### src/rtl/cdb_fair_bcast_pkg.sv
// rtl/cdb_fair_bcast_pkg.sv - CDB entry types, default port/source counts and grant-bus typedef
`ifndef N
`define N 3
`endif
`ifndef NUM_FU_TOTAL
`define NUM_FU_TOTAL 6
`endif

package cdb_fair_bcast_pkg;
  localparam int PRF_TAG_W = 6;
  localparam int DATA_W    = 32;

  typedef struct packed {
    logic                 valid;
    logic [PRF_TAG_W-1:0] tag;
    logic [DATA_W-1:0]    data;
  } CDB_ENTRY;

  typedef struct packed {
    logic                 valid;
    logic [PRF_TAG_W-1:0] tag;
  } CDB_EARLY_TAG_ENTRY;

  typedef logic [`N-1:0][`NUM_FU_TOTAL-1:0] CDB_GRANT_BUS;

  function automatic CDB_EARLY_TAG_ENTRY early_of(input CDB_ENTRY e);
    CDB_EARLY_TAG_ENTRY t;
    t.valid = e.valid;
    t.tag   = e.tag;
    return t;
  endfunction
endpackage

### src/rtl/cdb_multi_psel.sv
// rtl/cdb_multi_psel.sv - combinational N-of-M priority selector with a promoted priority class
module cdb_multi_psel
  import cdb_fair_bcast_pkg::*;
#(
  parameter int NUM_SRC   = 6,
  parameter int NUM_PORTS = 3
) (
  input  logic [NUM_SRC-1:0]                  req,
  input  logic [NUM_SRC-1:0]                  promoted,
  output logic [NUM_SRC-1:0]                  gnt,
  output logic [NUM_PORTS-1:0][NUM_SRC-1:0]   gnt_bus
);
  logic [NUM_SRC-1:0] taken;
  logic               found;

  // Each port takes the first unclaimed requester, scanning the promoted class before the rest.
  always_comb begin
    taken   = '0;
    gnt_bus = '0;
    found   = 1'b0;
    for (int p = 0; p < NUM_PORTS; p++) begin
      found = 1'b0;
      for (int cls = 1; cls >= 0; cls--) begin
        for (int s = 0; s < NUM_SRC; s++) begin
          if (!found && req[s] && !taken[s] && (promoted[s] == (cls == 1))) begin
            gnt_bus[p][s] = 1'b1;
            taken[s]      = 1'b1;
            found         = 1'b1;
          end
        end
      end
    end
    gnt = taken;
  end
endmodule

### src/rtl/cdb_fair_bcast.sv
// rtl/cdb_fair_bcast.sv - CDB arbiter and broadcast register; CDB_AGING_EN enables age-based promotion
module cdb_fair_bcast
  import cdb_fair_bcast_pkg::*;
#(
  parameter int NUM_SRC   = 6,
  parameter int NUM_PORTS = `N,
  parameter int AGE_LIMIT = 3
) (
  input  logic                                clock,
  input  logic                                reset,
  input  logic                                squash,
  input  logic [NUM_SRC-1:0]                  req,
  input  CDB_ENTRY [NUM_SRC-1:0]              src_entry,
  output logic [NUM_SRC-1:0]                  grants,
  output logic [NUM_PORTS-1:0][NUM_SRC-1:0]   grant_bus_out,
  output CDB_EARLY_TAG_ENTRY [NUM_PORTS-1:0]  early_tags,
  output CDB_ENTRY [NUM_PORTS-1:0]            cdb_output
);
  logic [NUM_SRC-1:0]                promoted;
  logic [NUM_SRC-1:0]                arb_gnt;
  logic [NUM_PORTS-1:0][NUM_SRC-1:0] arb_bus;
  CDB_ENTRY [NUM_PORTS-1:0]          cdb_next;

`ifdef CDB_AGING_EN
  localparam int AGE_W = $clog2(AGE_LIMIT + 1);
  logic [NUM_SRC-1:0][AGE_W-1:0] age;

  always_comb begin
    promoted = '0;
    for (int s = 0; s < NUM_SRC; s++)
      promoted[s] = (age[s] == AGE_W'(AGE_LIMIT));
  end

  // Denied requesters age toward the limit; a win or an idle cycle restarts the count.
  always_ff @(posedge clock) begin
    if (reset || squash) begin
      age <= '0;
    end else begin
      for (int s = 0; s < NUM_SRC; s++) begin
        if (req[s] && !arb_gnt[s]) begin
          if (age[s] != AGE_W'(AGE_LIMIT))
            age[s] <= age[s] + AGE_W'(1);
        end else begin
          age[s] <= '0;
        end
      end
    end
  end
`else
  // Legal AGE_LIMIT is at least 1, so nothing is ever promoted: pure fixed priority.
  assign promoted = {NUM_SRC{AGE_LIMIT == 0}};
`endif

  cdb_multi_psel #(
    .NUM_SRC   (NUM_SRC),
    .NUM_PORTS (NUM_PORTS)
  ) u_psel (
    .req      (req),
    .promoted (promoted),
    .gnt      (arb_gnt),
    .gnt_bus  (arb_bus)
  );

  always_comb begin
    cdb_next = '0;
    for (int p = 0; p < NUM_PORTS; p++)
      for (int s = 0; s < NUM_SRC; s++)
        if (grant_bus_out[p][s])
          cdb_next[p] = cdb_next[p] | src_entry[s];
  end

  always_comb begin
    early_tags = '0;
    for (int p = 0; p < NUM_PORTS; p++)
      if (!reset && !squash)
        early_tags[p] = early_of(cdb_next[p]);
  end

  always_ff @(posedge clock) begin
    if (reset || squash) begin
      grants        <= '0;
      grant_bus_out <= '0;
      cdb_output    <= '0;
    end else begin
      grants        <= arb_gnt;
      grant_bus_out <= arb_bus;
      cdb_output    <= cdb_next;
    end
  end
endmodule

### config.mk
export PLATFORM = sky130hd
export DESIGN_NAME = cdb_fair_bcast
export DESIGN_NICKNAME = d
export VERILOG_FILES = /design/src/rtl/cdb_fair_bcast_pkg.sv /design/src/rtl/cdb_multi_psel.sv /design/src/rtl/cdb_fair_bcast.sv
export SDC_FILE = /design/constraint.sdc
export NUM_CORES = 1
export LEC_CHECK = 0
export ABC_AREA = 1
export ABC_CLOCK_PERIOD_IN_PS = 1500
export CAP_MARGIN = 40
export CORE_AREA = 2 2 158 160
export CTS_BUF_LIST = sky130_fd_sc_hd__clkbuf_16
export CTS_CLUSTER_DIAMETER = 50
export DETAILED_ROUTE_END_ITERATION = 16
export DIE_AREA = 0 0 160 162
export MAX_ROUTING_LAYER = met4
export PLACE_DENSITY = 0.71
export SETUP_SLACK_MARGIN = 0.2
export SYNTH_ARGS = -nofsm -noshare
export SYNTH_HDL_FRONTEND = slang
export SYNTH_SLANG_ARGS = --single-unit
### constraint.sdc
create_clock -name clock -period 1.5 [get_ports clock]
set_input_delay 0.225 -clock clock [delete_from_list [all_inputs] [get_ports clock]]
set_output_delay 0.225 -clock clock [all_outputs]
set_load 0.01 [all_outputs]
======== Word level (Yosys, flattened, before mapping) ========
Cells that the tools add are included.
word-level totals
  output and inout port bits .............. 162
  bits in registers ....................... 141
  word-level logic and storage cells ...... 148
cells by class
  reductions and logical operators ........ 57
  bitwise gates (word level) .............. 15
  multiplexer cells ....................... 63
operators by type and width
  cell               number
  2-to-1 mux 39 bit  18
  bitwise OR 39 bit  15
  2-to-1 mux 1 bit   42
  logical AND 1 bit  28
  zero test 1 bit    28
  2-to-1 mux 7 bit   3
  logical OR 1 bit   1

======== Longest topological paths before layout ========
  depth in word-level cells ............... 27
  depth in mapped cells ................... 8
  depth with buffers taken out ............ 8

======== By module ========
From an unflattened synthesis, not the netlist that was laid out.
unflattened totals
  cells, all modules ...................... 1844
  area, all modules ....................... 9919.5 µm²
modules (own cells, without submodules)
  module          area each (µm²)  instances  cells each
  cdb_fair_bcast  9233.9           1          1706
  cdb_multi_psel  685.7            1          138

======== Worst setup path after synthesis ========
Ideal clock, no wire load.
  path type ............................... register to output
  from .................................... reg grant_bus_out[2] (netlist name)
  to ...................................... out early_tags[2] (netlist name)
  arrival ................................. 1.126 ns
  stages on the path, launching flop included .. 7
  setup slack ............................. 0.149 ns
  required time ........................... 1.275 ns
  cell sequence ........................... dfxtp_1 buf_4 inv_4 buf_6 o22ai_2 nor2_1 a31oi_1
RTL lines
  item                    RTL line              source
  from (decl)             cdb_fair_bcast.sv:15  output logic [NUM_PORTS-1:0][NUM_SRC-1:0] grant_bus_out,
  from (signal assigned)  cdb_fair_bcast.sv:86  grant_bus_out <= arb_bus;
  to (decl)               cdb_fair_bcast.sv:16  output CDB_EARLY_TAG_ENTRY [NUM_PORTS-1:0] early_tags,

==> flow_summary_export.csv <==
group,metric,value,unit
outcome,status,"finished, violations left",
outcome,failed_checks,"negative setup slack",
setup_path,worstPathMaxFanout,8,
route,first_pass_iters,5,
logic_synthesis,netlist_instances,1098,
sta,skew,14.9,ps
logic_synthesis,avgSynthCellArea,6.87,µm²
logic_synthesis,yosysSeqAreaShare,0.366,
clock_network,htree_levels,4,
die,ioPinCount,405,
pwr,cellLeakagePower,6.19,nW
setup_path,worst_setup_path_start_kind,"flip-flop",
sta,grt_setup_unrepaired,"yes",
logic_synthesis,ys_types,30,
logic_synthesis,synth_common_cells,"o22ai_1, inv_1, nand2_1",
pwr,comb_power_share,0.200,
pwr,p_switching,2.93,mW
logic_synthesis,synth_ff_type,"dfxtp_1",
logic_synthesis,yosysMostFrequentCell,"o22ai_1",
setup_path,worstSetupPathType,"flip-flop to primary output",
placed_design,pre_cts_ws,-494,ps
global_routing,antenna_found_initial,1,
die,initial_core_util,0.313,
min_path,hold_start,"src_entry[31]",
sta,setup_ws,-219,ps
placed_design,io_buffer_count,402,
logic_synthesis,synth_top_area_frac,0.366,
finish,fin_nets,1809,
setup_path,cp.arrival,1490,ps
global_routing,grt-ovfl-total,0,
logic_synthesis,synthArstFlopShare,0,
clock_network,cts-root-buf,"clkbuf_16",
route,drc,0,
sta,setup_violations,21,
route,routed_wl,40100,µm
min_path,min_path_cells,3,
global_routing,grt_pass1_vias,9993,
route,drtAntennaViolNets,0,
route,drtIter0Drc,980,
route,via_count,10200,
die,rows,57,
clock_network,cts_tree,"built",
setup_path,rr_worst_depth,8,
clock_network,clk_latency,420,ps
global_routing,grt_pass1_wl,57000,µm
setup_path,critical_path_required,1270,ps
finish,area_growth,86.6,%
die,core,0.0241,mm²
logic_synthesis,synth_area,0.00755,mm²
sta,finalHoldViolCount,0,
logic_synthesis,ys_warn_count,0,
setup_path,cp-end-kind,"primary output",
min_path,holdCritPathClass,"input pin to flip-flop",
setup_path,ff2ff_setup_slack,70,ps
placed_design,place_hpwl,26800,µm
pwr,vdd_ir_drop_max,0.597,mV
clock_network,cts.path.max_buffers,2,
global_routing,grt_usage,0.292,
sta,maxSlewViolCount,0,
die,die_x,160,µm
die,die_y,162,µm
finish,layout-drive-gt1-share,0.231,
logic_synthesis,synth-seq-cells,138,
sta,min_period,1720,ps
clock_network,clock-sinks,138,
run,cap_violations,0,
logic_synthesis,yosys.area.top_type,"dfxtp_1",
min_path,hold_end,"cdb_output[31]$_SDFF_PP0_",
sta,fmax,582,MHz
global_routing,grt_max_degree,63,
finish,stdcell_area,0.0141,mm²
pwr,p_per_area,791,mW/mm²
die,dieArea,0.0259,mm²
logic_synthesis,synth_area_leaders,"dfxtp_1, o22ai_1, inv_1, nand2_1, nor2_1",
pwr,p_int,8.22,mW
setup_path,r2r_end,"cdb_output[61]$_SDFF_PP0_",
logic_synthesis,synth_enable_flop_cells,0,
clock_network,clk_pin_slew_worst_paths,70,ps
pwr,p_seq_frac,0.341,
placed_design,place.gp.congestion,0.896,
route,routed_via_density,5.38,
route,routedWlPerCell,21.0,µm
pwr,swShare,0.263,
clock_network,cts_buffers,17,
setup_path,r2r_start,"grant_bus_out[11]$_SDFF_PP0_",
placed_design,dpl_cell_area,0.0122,mm²
sta,fin_crit_sh,1.15,
finish,n_fill_cell,2233,
pwr,clkPwrFrac,0.460,
[flip-flops by register name, summed over array words and instances (netlist names)]
name and cells:
cdb_output 117, grants 6, grant_bus_out 15
[layout by cell type, fill, tap and decap left out, types with 10 or more instances in the layout]
master           instances
o22ai_4                 20
inv_1                  165
clkbuf_16               23
o21ai_0                 13
dfxtp_1                122
nand2_1                161
clkdlybuf4s50_1        242
o22ai_2                 41
inv_4                   10
a21oi_2                 19
dlygate4sd2_1          113
nor2_2                  28
buf_4                   77
buf_12                  16
buf_6                   32
a21oi_1                 73
nor3_1                  10
a31oi_1                 32
o22ai_1                157
nor2_1                 103
buf_2                   28
[critical path, cell delays in order, from the launching register on]
cell      delay (ps)
dfxtp_4          370
clkinv_4          60
buf_12           140
o21ai_1          170
nor2_2            70
a31oi_2          120
buf_2            150
[power groups by stage]
stage | Combinational (mW) | Clock (mW) | Sequential (mW)
floorplan | 0.734 | 0 | 3.94
global placement | 1.99 | 0 | 3.89
detailed placement | 2.00 | 0 | 3.89
CTS | 2.02 | 5.20 | 3.80
global route | 2.36 | 5.35 | 3.81
finish | 2.22 | 5.12 | 3.80
[repair_timing]
item,4_1_cts,5_1_grt
gates cloned,0,7
resized for setup,380,153
pin swaps,27,51
buffers inserted,21,6
hold buffers,0,0
endpoints found under the setup margin,263,94
[worst max path at each step]
| stage | start | to | slack, ps | depth (start not counted) |
|---|---|---|---|---|
| after global routing | grant_bus_out[3]$_SDFF_PP0_ | early_tags[3] | -280 | 6 |
| after floorplan | grant_bus_out[2]$_SDFF_PP0_ | early_tags[2] | 190 | 6 |
| final | grant_bus_out[3]$_SDFF_PP0_ | early_tags[3] | -220 | 6 |
| after global placement | reset | early_tags[4] | -490 | 6 |
| after CTS | grant_bus_out[17]$_SDFF_PP0_ | early_tags[18] | -210 | 6 |
| after detailed placement | reset | cdb_output[56]$_SDFF_PP0_ | -490 | 6 |
[kinds of logic (layout without fill, tap and decap cells)]
family | after synthesis | in the layout | synth area share
AND/OR/NAND/NOR | 322 | 322 | 0.175
flip-flops | 138 | 138 | 0.366
buffers and inverters | 263 | 742 | 0.162
AO/OA/AOI/OAI | 374 | 374 | 0.297
other | 1 | 4 | 0.000497
[routing by layer]
layer	wire [µm]	up-vias	track usage
met2	19200	698	0.482
met1	15600	4730	0.351
met4	1400	0	0.104
li1	-	4689	-
met5	0	-	-
met3	3900	117	0.0692
[through the flow]
step	cells	power (mW)	hold WS, ps	util	TNS [ps]
after floorplan	1100	4.67	302	-	0
after global placement	1837	5.88	630	0.508	-38560
after detailed placement	1837	5.89	622	0.508	-39120
after CTS	1890	11.0	370	0.547	-4030
after global routing	1904	11.5	393	0.584	-5140
final	1904	11.1	392	0.584	-3570
[cell type report]
class,count,area [µm²],area share
diodes,1,2.50,0.000178
clock buffers,17,425,0.0302
clock inverters,15,273,0.0194
inverters,180,716,0.0508
multi-input cells,699,4290,0.305
flip-flops and latches,138,2800,0.199
well taps,324,405,0.0288
repair buffers,530,5170,0.367
No activity file was read; power rests on OpenSTA's default activity.
==> variant (same settings) <==
Set the package constant `PRF_TAG_W` to 12 (it was 6).
--- a/src/rtl/cdb_fair_bcast_pkg.sv
+++ b/src/rtl/cdb_fair_bcast_pkg.sv
@@ -7,7 +7,7 @@
 `endif
 
 package cdb_fair_bcast_pkg;
-  localparam int PRF_TAG_W = 6;
+  localparam int PRF_TAG_W = 12;
   localparam int DATA_W    = 32;
 
   typedef struct packed {
Interface: changed (resized cdb_output, early_tags and src_entry); port bits go from 405 to 477. No check against the original RTL was run, so the function may have changed too.
==> variant against the unedited design <==
The run still ends with negative setup slack left; design area is 29% higher; power increased by 4.8%; sequential cell count grew 18; wire length increased by 38%; synthesized area up 11%; count of clock-buffer cells in the layout stayed put; global-route usage increased by 9.5 points; first-iteration DRC count increased by 44%; worst setup slack worse by 140 ps; largest cell class unchanged; largest power group is now sequential cells.
==> variant: results (changes against the unedited design) <==
Run status
  • Outcome: finished, violations left
  • Failing checks: negative setup slack

CTS
  • CTS clk-pin slew, worst paths: 70 ps (about the same)
  • Clk buf depth: 2 (unchanged)
  • CTS Root Cell: clkbuf_16
  • Clock Latency Late Sink: 450 ps (+30 ps)
  • Num CTS Buffers: 17 (unchanged)
  • H-tree depth: 4 (unchanged)

Yosys
  • Dominant cell type by area after synthesis: dfxtp_1
  • Synthesis warning total: 0 (unchanged)
  • Synth top area cells: dfxtp_1 37%, o22ai_1 18%, nand2_1 8.6%
  • Netlist cell types: 21 (-30%)
  • Share of flip-flops with an asynchronous set or reset: 0 (unchanged)
  • Post-synth top cells: 243 x o22ai_1, 192 x nand2_1, 191 x inv_1
  • Sequential share of the synthesized area: 0.3711 (+0.005110)

Global routing
  • First-pass GRT wire length: 74880 µm (+31%)
  • Initial antenna violation count: 6 (+5)
  • Number of global-route vias before repair: 12480 (+25%)
  • Largest net degree at the start of global routing: 33 (-48%)
  • GRT Total Usage: 0.3872 (+0.09469)

Power and ir drop
  • Sw Pwr: 3.687 mW (+26%)
  • Largest vdd supply drop: 0.6872 mV (+15%)
  • Leak: 7.815 nW (+26%)

Finish
  • Top flop regs: cdb_output x135, grant_bus_out x15, grants x6
  • Layout cells sized above 1: 0.3275 (+0.09637)
  • Final net count: 2217 (+23%)

STA
  • Setup slack after layout: -362.1 ps (-143.2 ps)
  • Skew final: 15.49 ps (+0.6068 ps)
  • Setup tns final: -12170 ps (-8598 ps)
  • Final setup violation count: 47 (+120%)

Detailed routing
  • DR pass1 iterations: 9 (+4)
  • DR iter-0 viols: 1410 (+44%)
  • Via count: 13270 (+30%)
  • DRT Wirelength: 55490 µm (+38%)

Setup path
  • Crit path max-delay family: buffers and inverters
  • Slowest cell delay on critical path: 350 ps (-20 ps)
  • Arrival @ worst endpoint: 1640 ps (+150 ps)
  • CP max-delay cell: dfxtp_2
  • Critical path fanouts, max: 6 (-2)

Placement
  • Placer Congestion: 0.9767 (+9.0%)
  • IO buf count: 474 (+18%)
  • Final HPWL DP: 35370 µm (+32%)
  • Placed instance area: 14620 µm² (+19%)

Min path
  • Hold Path Class: primary input to register
[variant: changes by cell type after synthesis, sizes merged, moves of 14 or more]
cell and delta:
o22ai +35, a21oi +24, inv +24, nand2 +23, clkbuf +22, nor2 +20
dfxtp +18, buf -14
[variant: per-layer routing]
metal  GRT usage  vias to the layer above  wire length, µm
met5           -                        -                0
met1      0.4569                     6169            19960
met4      0.1966                        0             3809
met3     0.08172                      295             6157
met2      0.6273                     1100            25560
li1            -                     5701                -
[variant: cells by family after synthesis]
logic type / share of synthesized area
other cells: 0.0004456
flops: 0.3711
compound gates: 0.3197
buf+inv: 0.1420
simple gates: 0.1668
[variant: through the flow]
stage	worst slack, ps	total power, mW	util	cells
after global placement	-586.4	6.816	0.6065	2140
after detailed placement	-593.2	6.828	0.6065	2140
after floorplan	184.0	5.257	-	1264
after CTS	-317.5	11.17	0.6857	2236
after global routing	-419.2	11.98	0.7506	2281
final	-362.1	11.68	0.7508	2282
[variant: final timing paths]
check | start | to | slack, ps | cells after the start
max | grant_bus_out[2] | early_tags[8] | -360 | 7
min | req[0] | grant_bus_out[1] | 110 | 2
max reg2reg | grant_bus_out[7] | cdb_output[80] | -170 | 11
min reg2reg | grant_bus_out[10] | cdb_output[61] | 670 | 3
[variant: power by group through the flow]
| stage | Combinational, mW | Sequential (mW) | Clock, mW |
|---|---|---|---|
| detailed placement | 2.43 | 4.40 | 0 |
| global route | 3.27 | 4.30 | 4.41 |
| global placement | 2.41 | 4.40 | 0 |
| finish | 3.13 | 4.29 | 4.25 |
| CTS | 2.65 | 4.30 | 4.23 |
| floorplan | 0.808 | 4.45 | 0 |
[variant: cell type report]
class                      instances  area [µm²]
inverter                         204       843.3
clock inverter                    15       115.1
tap                              324       405.4
sequential                       156        3174
multi-input combinational        813        5762
fill                            1792        6008
clock buffer                      17       425.4
timing repair inverter             1       8.758
timing repair buffer             745        7346
antenna                            7       17.52
[variant: worst reg2reg max path: stages (launching register included)]
cell      delay [ps]
dfxtp_4          380
clkinv_8         100
buf_6            150
o22ai_4          140
nor2_2            70
buf_4            130
buf_6            100
buf_6            110
buf_6            100
buf_6            100
buf_6            100
a21oi_2          120
[variant: what timing repair did]
item,in CTS,in global routing
buffers inserted,61,27
resized for setup,660,245
cloned,3,12
setup endpoints to repair,290,160
pin swaps,112,119
